## src/rtl/sonar_scan_controller.sv

```systemverilog
// Sonar scan controller: steps a servo through four positions, triggers a measurement after each
// move and publishes the result. Define SONAR_SCAN_TIMEOUT_EN to enable the measurement timeout.
module sonar_scan_controller #(
    parameter int SETTLE_CYCLES  = 25000000,
    parameter int TIMEOUT_CYCLES = 2500000
) (
    input  logic        clock,
    input  logic        reset,
    input  logic        ligar,
    input  logic        pronto,
    input  logic [11:0] medida,
    output logic [1:0]  posicao,
    output logic        medir,
    output logic [11:0] medida_out,
    output logic [1:0]  posicao_out,
    output logic        valido,
    output logic        timeout,
    output logic        ocupado,
    output logic [3:0]  db_estado
);

    typedef enum logic [3:0] {
        INICIAL   = 4'd0,
        POSICIONA = 4'd1,
        ESPERA    = 4'd2,
        MEDE      = 4'd3,
        AGUARDA   = 4'd4,
        ARMAZENA  = 4'd5,
        PROXIMO   = 4'd6
    } state_t;

    localparam int SETTLE_W = ($clog2(SETTLE_CYCLES) > 25) ? $clog2(SETTLE_CYCLES) : 25;

    state_t              state;
    state_t              state_next;
    logic [SETTLE_W-1:0] settle_cnt;
    logic                settle_done;
    logic                timeout_hit;
    logic                dir_up;

    assign settle_done = (settle_cnt == SETTLE_W'(SETTLE_CYCLES - 1));

    // NOTE: sequential state uses non-blocking assignments so every register samples pre-edge values.
    always_ff @(posedge clock) begin
        if (!reset) begin
            state <= INICIAL;
        end else begin
            state <= state_next;
        end
    end

    // NOTE: every always_comb output gets a default first, so no path can infer a latch.
    always_comb begin
        state_next = state;
        case (state)
            INICIAL:   if (ligar) state_next = POSICIONA;
            POSICIONA: state_next = ESPERA;
            ESPERA: begin
                if (!ligar)          state_next = INICIAL;
                else if (settle_done) state_next = MEDE;
            end
            MEDE:      state_next = AGUARDA;
            AGUARDA:   if (pronto || timeout_hit) state_next = ARMAZENA;
            ARMAZENA:  state_next = PROXIMO;
            PROXIMO:   state_next = ligar ? POSICIONA : INICIAL;
            default:   state_next = INICIAL;
        endcase
    end

    // Settle counter runs only while in ESPERA and is held at zero everywhere else.
    always_ff @(posedge clock) begin
        if (!reset || state != ESPERA) begin
            settle_cnt <= '0;
        end else if (!settle_done) begin
            settle_cnt <= settle_cnt + 1'b1;
        end
    end

`ifdef SONAR_SCAN_TIMEOUT_EN
    localparam int TIMEOUT_W = ($clog2(TIMEOUT_CYCLES) > 22) ? $clog2(TIMEOUT_CYCLES) : 22;

    logic [TIMEOUT_W-1:0] timeout_cnt;
    logic                 timed_out;

    // Expiry fires on the TIMEOUT_CYCLES-th AGUARDA cycle; a pronto in that same cycle takes priority.
    assign timeout_hit = (state == AGUARDA) && (timeout_cnt == TIMEOUT_W'(TIMEOUT_CYCLES - 1));

    always_ff @(posedge clock) begin
        if (!reset || state != AGUARDA) begin
            timeout_cnt <= '0;
        end else if (!timeout_hit) begin
            timeout_cnt <= timeout_cnt + 1'b1;
        end
    end
`else
    assign timeout_hit = 1'b0;
`endif

    always_ff @(posedge clock) begin
        if (!reset) begin
            posicao     <= 2'd0;
            dir_up      <= 1'b1;
            medida_out  <= 12'h000;
            posicao_out <= 2'd0;
`ifdef SONAR_SCAN_TIMEOUT_EN
            timed_out   <= 1'b0;
`endif
        end else begin
            if (state == AGUARDA && pronto) begin
                medida_out  <= medida;
                posicao_out <= posicao;
`ifdef SONAR_SCAN_TIMEOUT_EN
                timed_out   <= 1'b0;
            end else if (timeout_hit) begin
                medida_out  <= 12'hFFF;
                posicao_out <= posicao;
                timed_out   <= 1'b1;
`endif
            end
            // Triangle sweep 0..3..0; direction flips when an end position is reached.
            if (state == PROXIMO) begin
                if (dir_up) begin
                    posicao <= posicao + 2'd1;
                    if (posicao == 2'd2) dir_up <= 1'b0;
                end else begin
                    posicao <= posicao - 2'd1;
                    if (posicao == 2'd1) dir_up <= 1'b1;
                end
            end
        end
    end

    always_comb begin
        medir     = (state == MEDE);
        valido    = (state == ARMAZENA);
        ocupado   = (state != INICIAL);
        db_estado = state;
`ifdef SONAR_SCAN_TIMEOUT_EN
        timeout   = (state == ARMAZENA) && timed_out;
`else
        timeout   = 1'b0;
`endif
    end

endmodule

```

## config.mk

```make
export PLATFORM = sky130hd
export DESIGN_NAME = sonar_scan_controller
export DESIGN_NICKNAME = d
export VERILOG_FILES = /design/src/rtl/sonar_scan_controller.sv
export SDC_FILE = /design/constraint.sdc
export NUM_CORES = 1
export LEC_CHECK = 0
export ABC_CLOCK_PERIOD_IN_PS = 3600
export CORE_MARGIN = 2
export CORE_UTILIZATION = 45
export CTS_CLUSTER_SIZE = 30
export DETAILED_ROUTE_END_ITERATION = 7
export GPL_ROUTABILITY_DRIVEN = 0
export PLACE_DENSITY = 0.69
export SETUP_SLACK_MARGIN = 0.5
export SLEW_MARGIN = 20
export SYNTH_ARGS = -nofsm -noshare
export SYNTH_HDL_FRONTEND = slang
export SYNTH_SLANG_ARGS = --single-unit
```

## constraint.sdc

```tcl
create_clock -name clock -period 3.6 [get_ports clock]
set_input_delay 1.08 -clock clock [delete_from_list [all_inputs] [get_ports clock]]
set_output_delay 1.08 -clock clock [all_outputs]
set_load 0.005 [all_outputs]
```

==> reports/qor.csv <==
metric,value,unit
CORE AREA,0.00432,mm^2
Final period util,77.2,%
critical path type,reg2out,
initial antenna violation count,0,
Hold WC Path Type,reg2reg,
grt total ovfl,0,
root buffer cell,clkbuf_8,
final hold violations,0,
first-pass GRT wire length,6.89,mm
antenna diode instance count,0,
most frequent cells in the layout,"dfxtp_1 (45), nand2_1 (42), clkdlybuf4s50_1 (37)",
post-synth cell types,39,
Resize count post-CTS,0,
cell taking the most area after synthesis,dfxtp_1,
startpoint types,flip-flop,
effective utilization at floorplan,46.6,%
H-tree levels,2,
top cell type's share of synthesized area,44.7,%
clk_lat worst skew,290,ps
# clock sinks,45,
die area,0.00503,mm^2
Synth Register Bits,45,
initial DRC count,113,
Fill cells,403,
Setup TNS Final,0,ps
Max-slew headroom,64.1,%
vias in the first global route,1472,
FF+latch area,901,um^2
row count,24,
worst path arrival time,1700,ps
fraction of layout cells with a size suffix above 1,6.59,%
count of final max-slew check failures,0,
Tmin final,2780,ps
CTS tree,yes,
"Non-Filler Cell Area, Final",0.00254,mm^2
largest net degree at the start of global routing,23,
Worst-path clk slew,80,ps
GRT Total Usage,17.0,%
Num CTS Buffers,5,
Placed Area,0.00241,mm^2
final setup vio count,0,
vias per inst,5.14,
Post-route DRC,0,
"Data required, critical path",2520,ps
Syn Inst Count,236,
Pwr Density,390,mW/mm^2
Worst Path Max Fanout,7,
flop2flop setup slack,1610,ps
"top cells by area, synth","dfxtp_1 (45%), nand2_1 (7.8%), xnor2_1 (5.6%), a21boi_0 (5.6%), nor2_1 (4.3%)",
DRT Wirelength,3.95,mm
fin nets,291,
Multi-input gate area,0.00102,mm^2
Final Skew,3.95,ps
number of max-cap violations,0,
"commonest non-fill, non-tap cell in the layout",dfxtp_1,
status,completed,
Ports,40,
yosys warns,0,
Fmax,360,MHz
mean routed wirelength per cell,12.2,um
area grow syn2layout,26.1,%
router iterations before antenna repair,4,
synthesized area,0.00202,mm^2
Post-CTS Hold Buffers,0,
slew at the pin closest to its max-slew limit,537,ps
Antenna Nets Post-Route,0,
die span in y,71.0,um
sequential element share of the synthesized area,44.7,%
DR vias,1669,
DP HPWL,2.87,mm
RSZ-0062 raised after global routing,false,
die width,71.0,um
Lkg Pwr,0.865,nW
CP endpoint kind,output port,
Post-Syn Area per Cell,8.55,um^2
IO buf count,37,
worst vdd ir,0.235,mV
clk buf depth,2,
post-CTS setup buffer count,0,
-- cells in the mapped netlist --
| master | number |
|---|---|
| dfxtp_1 | 45 |
| nand2_1 | 42 |
| nor2_1 | 23 |
| a21boi_0 | 15 |
| xnor2_1 | 13 |
| and3_1 | 7 |
| clkbuf_1 | 7 |
| nand3_1 | 7 |
| inv_1 | 6 |
| o21ai_0 | 6 |
| xor2_1 | 6 |
| a21oi_1 | 5 |
| and2_1 | 4 |
| and4_1 | 4 |
| nand4_1 | 4 |
| nor3_1 | 4 |
| nor4_1 | 4 |
| ha_1 | 3 |
| nand2b_1 | 3 |
| or3_1 | 3 |
| a31oi_1 | 2 |
| buf_4 | 2 |
| buf_6 | 2 |
| mux2i_1 | 2 |
| nor2b_1 | 2 |
| or3_2 | 2 |
| and3_4 | 1 |
| and4b_1 | 1 |
| buf_2 | 1 |
| conb_1 | 1 |
| inv_2 | 1 |
| nand3_2 | 1 |
| nand3b_1 | 1 |
| nand4b_1 | 1 |
| nor3_2 | 1 |
| nor3b_1 | 1 |
| o211a_1 | 1 |
| o221ai_1 | 1 |
| or3_4 | 1 |
-- stage by stage --
step           setup slack (ps)  hold slack (ps)  total power [W]  utilization [%]  instances
2_1_floorplan              1590              449         0.000534                -        237
3_3_place_gp               1070              451         0.000563             55.7        317
3_5_place_dp               1030              455         0.000563             55.7        317
4_1_cts                     809              467          0.00101             58.8        325
5_1_grt                     703              488          0.00104             58.8        325
6_report                    822              460         0.000993             58.8        325
-- final timing paths --
kind | from | end | cells after the start
worst min register to register | medida_out[4] | medida_out[4] | 2
worst max-delay path | db_estado[1] | medir | 4
worst min-delay path | medida_out[4] | medida_out[4] | 2
worst max register to register | settle_cnt[0] | settle_cnt[3] | 6
-- critical path, cell delays in order (launching register included) --
cell	delay, ps
dfxtp_1	410
nor2b_1	330
nand2_1	110
inv_1	60
clkdlybuf4s50_1	490
-- routing by layer --
| layer | track usage (%) | vias up | share of wire (%) |
|---|---|---|---|
| met4 | 6.08 | 0 | 0.73 |
| li1 | - | 860 | - |
| met2 | 23.9 | 32 | 45 |
| met3 | 6.41 | 4 | 5.7 |
| met1 | 23.8 | 773 | 49 |
| met5 | 0 | - | 0 |
-- kinds of logic (layout without fill, tap and decap cells) --
group           Yosys count  after routing  share of synthesized area (%)
buf+inv                  19             55                           4.71
compound gates           30             30                           9.86
mux                       2              2                          0.993
simple gates            117            117                           29.5
flops                    45             45                           44.7
other cells               1              2                          0.186
xor+xnor                 19             19                           8.25
fa+ha+maj                 3              3                           1.86
-- state kept, by name, indices dropped and copies added (netlist names) --
| name | cells |
|---|---|
| settle_cnt | 25 |
| medida_out | 12 |
| db_estado | 3 |
| posicao | 2 |
| posicao_out | 2 |
| dir_up | 1 |
-- cell type report --
| cell class | instances | area share [%] |
|---|---|---|
| Clock inverter | 3 | 2.56 |
| Sequential cell | 45 | 35.4 |
| Multi-Input combinational cell | 173 | 40.3 |
| Inverter | 7 | 1.03 |
| Tap cell | 52 | 2.56 |
| Timing Repair Buffer | 40 | 15.4 |
| Clock buffer | 5 | 2.71 |
-- power breakdown --
group	switching, W	internal (W)	total (W)
registers	0.00000363	0.000500	0.000504
logic	0.0000176	0.0000301	0.0000478
clock network	0.000165	0.000276	0.000441
total	0.000187	0.000806	0.000993
(Power assumes the default switching activity.)
